[src/rtl/note_sequencer.sv]
// Song ROM walker: decodes {note, dur} words into a divider preset and holds each note.
// Optional SEQ_LOOP_EN: restart from address 0 at song end instead of returning to idle.
module note_sequencer #(
  parameter int unsigned ADDR_W   = 6,
  parameter int unsigned BEAT_CYC = 25000,
  parameter int unsigned GAP_CYC  = 1000
) (
  input  logic              clk_i,
  input  logic              rst_i,
  input  logic              start_i,
  input  logic              stop_i,
  output logic [ADDR_W-1:0] rom_addr_o,
  input  logic [7:0]        rom_data_i,
  output logic [7:0]        max_preset_o,
  output logic              tone_en_o,
  output logic              busy_o,
  output logic              done_o
);

  localparam int unsigned CycW = (BEAT_CYC > 1) ? $clog2(BEAT_CYC) : 1;
  localparam int unsigned GapW = (GAP_CYC > 1) ? $clog2(GAP_CYC) : 1;
  localparam logic [CycW-1:0]   CycLast  = CycW'(BEAT_CYC - 1);
  localparam logic [GapW-1:0]   GapLast  = (GAP_CYC > 0) ? GapW'(GAP_CYC - 1) : '0;
  localparam logic [ADDR_W-1:0] AddrLast = '1;

  typedef enum logic [2:0] {StIdle, StFetch, StRead, StPlay, StGap} state_e;

  state_e            state_q, state_d;
  logic [ADDR_W-1:0] addr_q, addr_d;
  logic [7:0]        preset_q, preset_d;
  logic              tone_q, tone_d;
  logic              busy_q, busy_d;
  logic              done_q, done_d;
  logic [3:0]        beat_q, beat_d;
  logic [CycW-1:0]   cyc_q, cyc_d;
  logic [GapW-1:0]   gap_q, gap_d;
  logic              advance, song_end;

  logic [3:0] rom_note, rom_dur;
  assign rom_note = rom_data_i[7:4];
  assign rom_dur  = rom_data_i[3:0];

  function automatic logic [7:0] note_preset(input logic [3:0] note);
    case (note)
      4'd1:    note_preset = 8'd238;
      4'd2:    note_preset = 8'd212;
      4'd3:    note_preset = 8'd189;
      4'd4:    note_preset = 8'd178;
      4'd5:    note_preset = 8'd159;
      4'd6:    note_preset = 8'd141;
      4'd7:    note_preset = 8'd126;
      4'd8:    note_preset = 8'd119;
      4'd9:    note_preset = 8'd106;
      4'd10:   note_preset = 8'd94;
      4'd11:   note_preset = 8'd89;
      4'd12:   note_preset = 8'd79;
      4'd13:   note_preset = 8'd70;
      4'd14:   note_preset = 8'd63;
      default: note_preset = 8'd0;
    endcase
  endfunction

  always_comb begin
    state_d  = state_q;
    addr_d   = addr_q;
    preset_d = preset_q;
    tone_d   = tone_q;
    busy_d   = busy_q;
    done_d   = 1'b0;
    beat_d   = beat_q;
    cyc_d    = cyc_q;
    gap_d    = gap_q;
    advance  = 1'b0;
    song_end = 1'b0;

    // stop outranks everything else, including a simultaneous start or song end
    if (stop_i && (state_q != StIdle)) begin
      state_d = StIdle;
      tone_d  = 1'b0;
      busy_d  = 1'b0;
    end else begin
      unique case (state_q)
        StIdle: begin
          if (start_i && !stop_i) begin
            addr_d  = '0;
            busy_d  = 1'b1;
            state_d = StFetch;
          end
        end
        StFetch: state_d = StRead;
        StRead: begin
          if (rom_note == 4'hF) begin
            song_end = 1'b1;
          end else begin
            tone_d = (rom_note != 4'd0);
            if (rom_note != 4'd0) begin
              preset_d = note_preset(rom_note);
            end
            beat_d  = rom_dur;
            cyc_d   = '0;
            state_d = StPlay;
          end
        end
        StPlay: begin
          if (cyc_q == CycLast) begin
            cyc_d = '0;
            if (beat_q == 4'd0) begin
              tone_d = 1'b0;
              if (GAP_CYC > 0) begin
                gap_d   = '0;
                state_d = StGap;
              end else begin
                advance = 1'b1;
              end
            end else begin
              beat_d = beat_q - 4'd1;
            end
          end else begin
            cyc_d = cyc_q + 1'b1;
          end
        end
        StGap: begin
          if (gap_q == GapLast) begin
            advance = 1'b1;
          end else begin
            gap_d = gap_q + 1'b1;
          end
        end
        default: state_d = StIdle;
      endcase

      // running off the top of the address space counts as an end marker
      if (advance) begin
        if (addr_q == AddrLast) begin
          song_end = 1'b1;
          addr_d   = '0;
        end else begin
          addr_d  = addr_q + 1'b1;
          state_d = StFetch;
        end
      end

      if (song_end) begin
        done_d = 1'b1;
        tone_d = 1'b0;
`ifdef SEQ_LOOP_EN
        addr_d  = '0;
        state_d = StFetch;
`else
        busy_d  = 1'b0;
        state_d = StIdle;
`endif
      end
    end
  end

  always_ff @(posedge clk_i or posedge rst_i) begin
    if (rst_i) begin
      state_q  <= StIdle;
      addr_q   <= '0;
      preset_q <= '0;
      tone_q   <= 1'b0;
      busy_q   <= 1'b0;
      done_q   <= 1'b0;
      beat_q   <= '0;
      cyc_q    <= '0;
      gap_q    <= '0;
    end else begin
      state_q  <= state_d;
      addr_q   <= addr_d;
      preset_q <= preset_d;
      tone_q   <= tone_d;
      busy_q   <= busy_d;
      done_q   <= done_d;
      beat_q   <= beat_d;
      cyc_q    <= cyc_d;
      gap_q    <= gap_d;
    end
  end

  assign rom_addr_o   = addr_q;
  assign max_preset_o = preset_q;
  assign tone_en_o    = tone_q;
  assign busy_o       = busy_q;
  assign done_o       = done_q;

endmodule
[config.mk]
export PLATFORM = sky130hd
export DESIGN_NAME = note_sequencer
export DESIGN_NICKNAME = d
export VERILOG_FILES = /design/src/rtl/note_sequencer.sv
export SDC_FILE = /design/constraint.sdc
export NUM_CORES = 1
export LEC_CHECK = 0
export ABC_AREA = 1
export BUFFER_PORTS_ARGS = -buffer_cell sky130_fd_sc_hd__buf_4
export CORE_ASPECT_RATIO = 1.2
export CORE_MARGIN = 5
export CORE_UTILIZATION = 45
export DETAILED_ROUTE_END_ITERATION = 8
export SETUP_SLACK_MARGIN = 0.02
export SLEW_MARGIN = 20
export SYNTH_ARGS = -nofsm -noshare
export SYNTH_HDL_FRONTEND = slang
export SYNTH_SLANG_ARGS = --single-unit
export TNS_END_PERCENT = 5
[constraint.sdc]
create_clock -name clk_i -period 3 [get_ports clk_i]
set_input_delay 0.6 -clock clk_i [delete_from_list [all_inputs] [get_ports clk_i]]
set_output_delay 0.6 -clock clk_i [all_outputs]
set_load 0.01 [all_outputs]
Word level (Yosys, flattened, before mapping)
Memories as Yosys holds them, arrays and structs flattened. A register that Yosys moved wholly into a read port is not among the register bits.
Cells that the tools add are included.
Storage, ports and cells
  register bits: 41
  memory bits (read-only): 128
  logic and storage cells: 96
  memories kept: 1
Cells by class
  add/sub/neg operators: 4
  equality and inequality tests: 16
  muxes and demuxes: 44
  bitwise operators: 2
  reduce and logical (&&, ||, !) cells: 21
Memories
  (no name shown): depth 16, bits a word 8, rd ports 1, clocked after Yosys merged registers in 1, wr ports 0, RTL line 44  | case (note)
Operators with widths (count)
  10-bit 2-to-1 mux: 3
  15-bit 2-to-1 mux: 2
  15-bit case mux with 2 select lines: 1
  3-bit 2-to-1 mux: 8
  6-bit 2-to-1 mux: 4
  10-bit case mux with 2 select lines: 1
  1-bit 2-to-1 mux: 19
  15-bit by 1-bit adder with 15-bit output, second input constant: 1
  15-bit == test, second input constant: 1
  3-bit case mux with 5 select lines: 1
  4-bit 2-to-1 mux: 3
  4-bit != test, second input constant: 3
  10-bit by 1-bit adder with 10-bit output, second input constant: 1
  10-bit == test, second input constant: 1
  2-bit != test, second input constant: 5
  5-bit AND reduction: 2
  3-bit nonzero test: 3
  4-bit case mux with 2 select lines: 1
  4-bit AND reduction: 2
  2-bit nonzero test: 4
  4-bit nonzero test: 2
  6-bit by 1-bit adder with 6-bit output, second input constant: 1
  3-bit by 2-bit == test with 1-bit output, second input constant: 2
  6-bit == test, second input constant: 1
  12 further kinds: 15

Logic depth before layout (Yosys ltp)
  word-level depth: 8
  gate-level depth with buffers: 10
  depth with buffers taken out: 10

Worst setup path after synthesis
Ideal clock, no wire load.
  path kind: input to register
  from: input rom_data_i[4]
  to: register preset_q[6], in the netlist max_preset_o[6]
  data arrival time: 1.638 ns
  slack: 1.238 ns
  stages on the path: 9
  cell sequence: ha_1 > nand2_1 > nor2_1 > nor3_1 > nand2_1 > nor2_4 > inv_1 > nand2_1 > nand2_1
On the way
  longest elaborated chain between the ends: 3
  elaborated cells on any way between the ends: 4
  those cells by class: 1 x eq/ne; 1 x bitwise; 2 x reduce/logical
Ends and longest elaborated chain
  from (decl): RTL line 13  | input logic [7:0] rom_data_i,
  4-bit == test: RTL line 92  | if (rom_note == 4'hF) begin
  1-bit inverter (no line)
  4-bit AND reduction (no line)
  to (decl): RTL line 30  | logic [7:0] preset_q, preset_d;
Several ways; a longest one is shown, not always the timed one.
A chain may end at the register's enable or synchronous reset.

Worst setup path after layout
  from: register cyc_q[0]
  to: register gap_q[2]
On the way
  longest elaborated chain between the ends: 3
Ends and longest elaborated chain
  from (decl): RTL line 35  | logic [CycW-1:0] cyc_q, cyc_d;
  from (signal assigned): RTL line 176  | cyc_q <= cyc_d;
  15-bit == test: RTL line 105  | if (cyc_q == CycLast) begin
  2-bit != test (no line)
  5-bit AND reduction (no line)
  to (signal assigned): RTL line 177  | gap_q <= gap_d;
  to (decl): RTL line 36  | logic [GapW-1:0] gap_q, gap_d;
Every way passes these cells.

==> flow_summary.json <==
{
  "status": "finished clean",
  "tightest_slew_ps": 512.7,
  "pwr-share-clk_pct": 19.0,
  "start_kind": "flop",
  "rsz0062_at_grt": "false",
  "ctsResizeCount": 0,
  "fin_crit_sh_pct": 61.38,
  "cts_hold_buffers": 0,
  "p_leak_uw": 0.001811,
  "finalMaxSlewViolations": 0,
  "cellPowerDensity_nw_per_um2": 564.1,
  "cp-end-kind": "flop",
  "core_area_um2": 7147,
  "dr_wl_met2_mm": 3.588,
  "antenna_cells": 0,
  "p_sw_uw": 793.3,
  "wl_met1_mm": 3.298,
  "area_delta_synth_final_pct": 11.12,
  "drt-total-wl_mm": 7.172,
  "vias_per_cell": 5.051,
  "dp_cells": 583,
  "crit_chain": "ha_1 > nand2_2 > nor3_1 > nand3_1 > nand2_2 > nand2_4 > inv_2 > nand2_1 > nand2_1",
  "postCtsSetupBuffers": 0,
  "synth_seq_cells": 49,
  "slew-limit-headroom_pct": 65.82,
  "first_pass_iters": 4,
  "clkLatencyLatePin_ps": 290,
  "fin_cells": 590,
  "dp_hpwl_mm": 5.530,
  "track_usage_pct": 17.26,
  "cts_buffers": 5,
  "hold_slack_ps": 223.0,
  "ys_types": 34,
  "maxCapViolCount": 0,
  "cp_data_required_time_ps": 3230,
  "root_buffer": "clkbuf_8",
  "drc_errors": 0,
  "top_layer": "met4",
  "final_hold_viol_count": 0,
  "crit_slowest_cell": "dfrtp_1",
  "fin_worst_skew_ps": 7.194,
  "grt_pass1_vias": 2917,
  "place.gp.congestion": 0.8427,
  "drive_gt1_share_pct": 13.20,
  "dieArea_um2": 9058,
  "clock-sinks": 49,
  "combPwrFrac_pct": 37.4,
  "cts_tree": "built",
  "die_h_um": 103.3,
  "power_switching_share_pct": 38.80,
  "netlist.area_leader.share_pct": 37.59,
  "syn_nets": 494,
  "grt_max_degree": 40,
  "post_synth.cell_area_avg_um2": 6.911,
  "std_cell_rows": 34,
  "gr-total-overflow": 0,
  "io_pins": 29,
  "cts_buffer_depth": 2,
  "die_w_um": 87.72,
  "cp_max_fo": 14,
  "yosys-top-cells-area": "dfrtp_1 (38%), nand2_1 (17%), nor2_1 (7.8%)",
  "port_buffers": 28,
  "setup_viol": 0,
  "syn_inst": 472,
  "layout_min_cycle_time_ps": 1841,
  "dr_total_vias": 2980,
  "crit_arrival_ps": 2080,
  "clk_pin_slew_ps": 90,
  "min_path_type": "input pin to asynchronous set/reset pin",
  "path_class": "flop to flop",
  "ant_nets": 0,
  "synth_seq_area_share_pct": 37.59,
  "initial_core_util_pct": 45.64,
  "drtIter0Drc": 106,
  "ys_warn_count": 0,
  "irDropWorstVdd_mv": 0.3148,
  "tns_ps": 0,
  "worst_path_largest_cell_delay_ps": 430,
  "syn_area_um2": 3262,
  "pwr-share-seq_pct": 43.6,
  "internal_power_uw": 1251,
  "antenna_found_initial": 0,
  "layout.nets": 522,
  "wl_per_cell_um": 12.16,
  "yosys.area.top_type": "dfrtp_1",
  "wl_met3_um": 200,
  "grt_first_pass_wirelength_mm": 12.70,
  "fmax_ghz": 0.5431,
  "h-tree-depth": 2
}
[layer usage]
metal	vias up	global-route usage, %
li1	1556	-
met1	1375	21.24
met2	43	31.15
met3	6	2.377
met4	0	5.313
met5	-	0
[Yosys cell counts, drive strengths merged]
library cell and count:
nand2 158, nor2 70, inv 53, dfrtp 49
o21ai 35, nand3 34, nand4 17, ha 10
buf 8, nor3 8, xor2 8, a21oi 5
nand3b 3, o211ai 3, clkbuf 2, xnor2 2
a21boi 1, a31o 1, a31oi 1, clkinv 1
nor3b 1, o21a 1, o22ai 1
[flip-flops by register name, summed over array words and instances, names as in the netlist]
signal and count:
beat_q 4, gap_q 10, max_preset_o 8, rom_addr_o 6, cyc_q 15, done_o 1
busy_o 1, state_q 3, tone_en_o 1
[worst max-delay path: cells and delay by family, from the launching register on]
kind / cells / cell delay [ps]
buffers and inverters: 1 / 160
flip-flops: 1 / 430
adder cells (fa/ha/maj): 1 / 290
AND/OR/NAND/NOR: 7 / 910
[cells by family (layout without fill, tap and decap cells)]
family	Yosys count	in the layout	synth area share [%]
adder cells (fa/ha/maj)	10	10	3.836
AND/OR/NAND/NOR	291	291	38.43
buffers and inverters	64	92	8.362
XOR/XNOR	10	10	2.685
flip-flops	49	49	37.59
AO/OA/AOI/OAI	48	48	9.092
[placed cells by master, fill, tap and decap left out, drive strengths merged, types with 2 or more instances in the layout]
master and count:
a21oi 5, nor3 8, o21ai 35, xor2 8
xnor2 2, o211ai 3, nand2 158, dfrtp 49
nand4 17, ha 10, buf 31, nand3 34
clkbuf 7, nand3b 3, inv 53, nor2 70
[power groups by stage]
stage          clock (uW)  sequential, uW  combinational, uW
6_report              389             892                764
5_1_grt               431             915                891
4_1_cts               410             891                783
3_5_place_dp            0             903                782
3_3_place_gp            0             906                763
2_1_floorplan           0             912                539
[cell type report]
type | count | area (um^2)
repair buffers | 31 | 232.7
multi-input cells | 359 | 1763
inverters | 54 | 203.9
clock buffers | 7 | 86.33
well taps | 90 | 112.6
flip-flops and latches | 49 | 1226
fillers | 730 | 3522
[path summary, 6_finish.rpt]
path	start	to	slack (ps)	depth (start not counted)
worst max-delay path	cyc_q[0]	gap_q[2]	1160	9
worst min-delay path	rst_i	cyc_q[14]	220	2
worst max register to register	cyc_q[0]	gap_q[2]	1160	9
worst min register to register	max_preset_o[3]	max_preset_o[3]	480	2
max in group asynchronous	rst_i	max_preset_o[1]	1980	3
min in group clk_i	max_preset_o[3]	max_preset_o[3]	480	2
[through the flow]
stage	instance area (um^2)	total power [uW]	worst slack (ps)	utilization [%]
2_1_floorplan	3262	1451	1227	-
3_3_place_gp	3538	1668	912.0	49.51
3_5_place_dp	3538	1685	869.2	49.51
4_1_cts	3625	2084	1147	50.72
5_1_grt	3625	2237	991.6	50.72
6_report	3625	2045	1159	50.72
No activity file was read; power rests on OpenSTA's default activity.
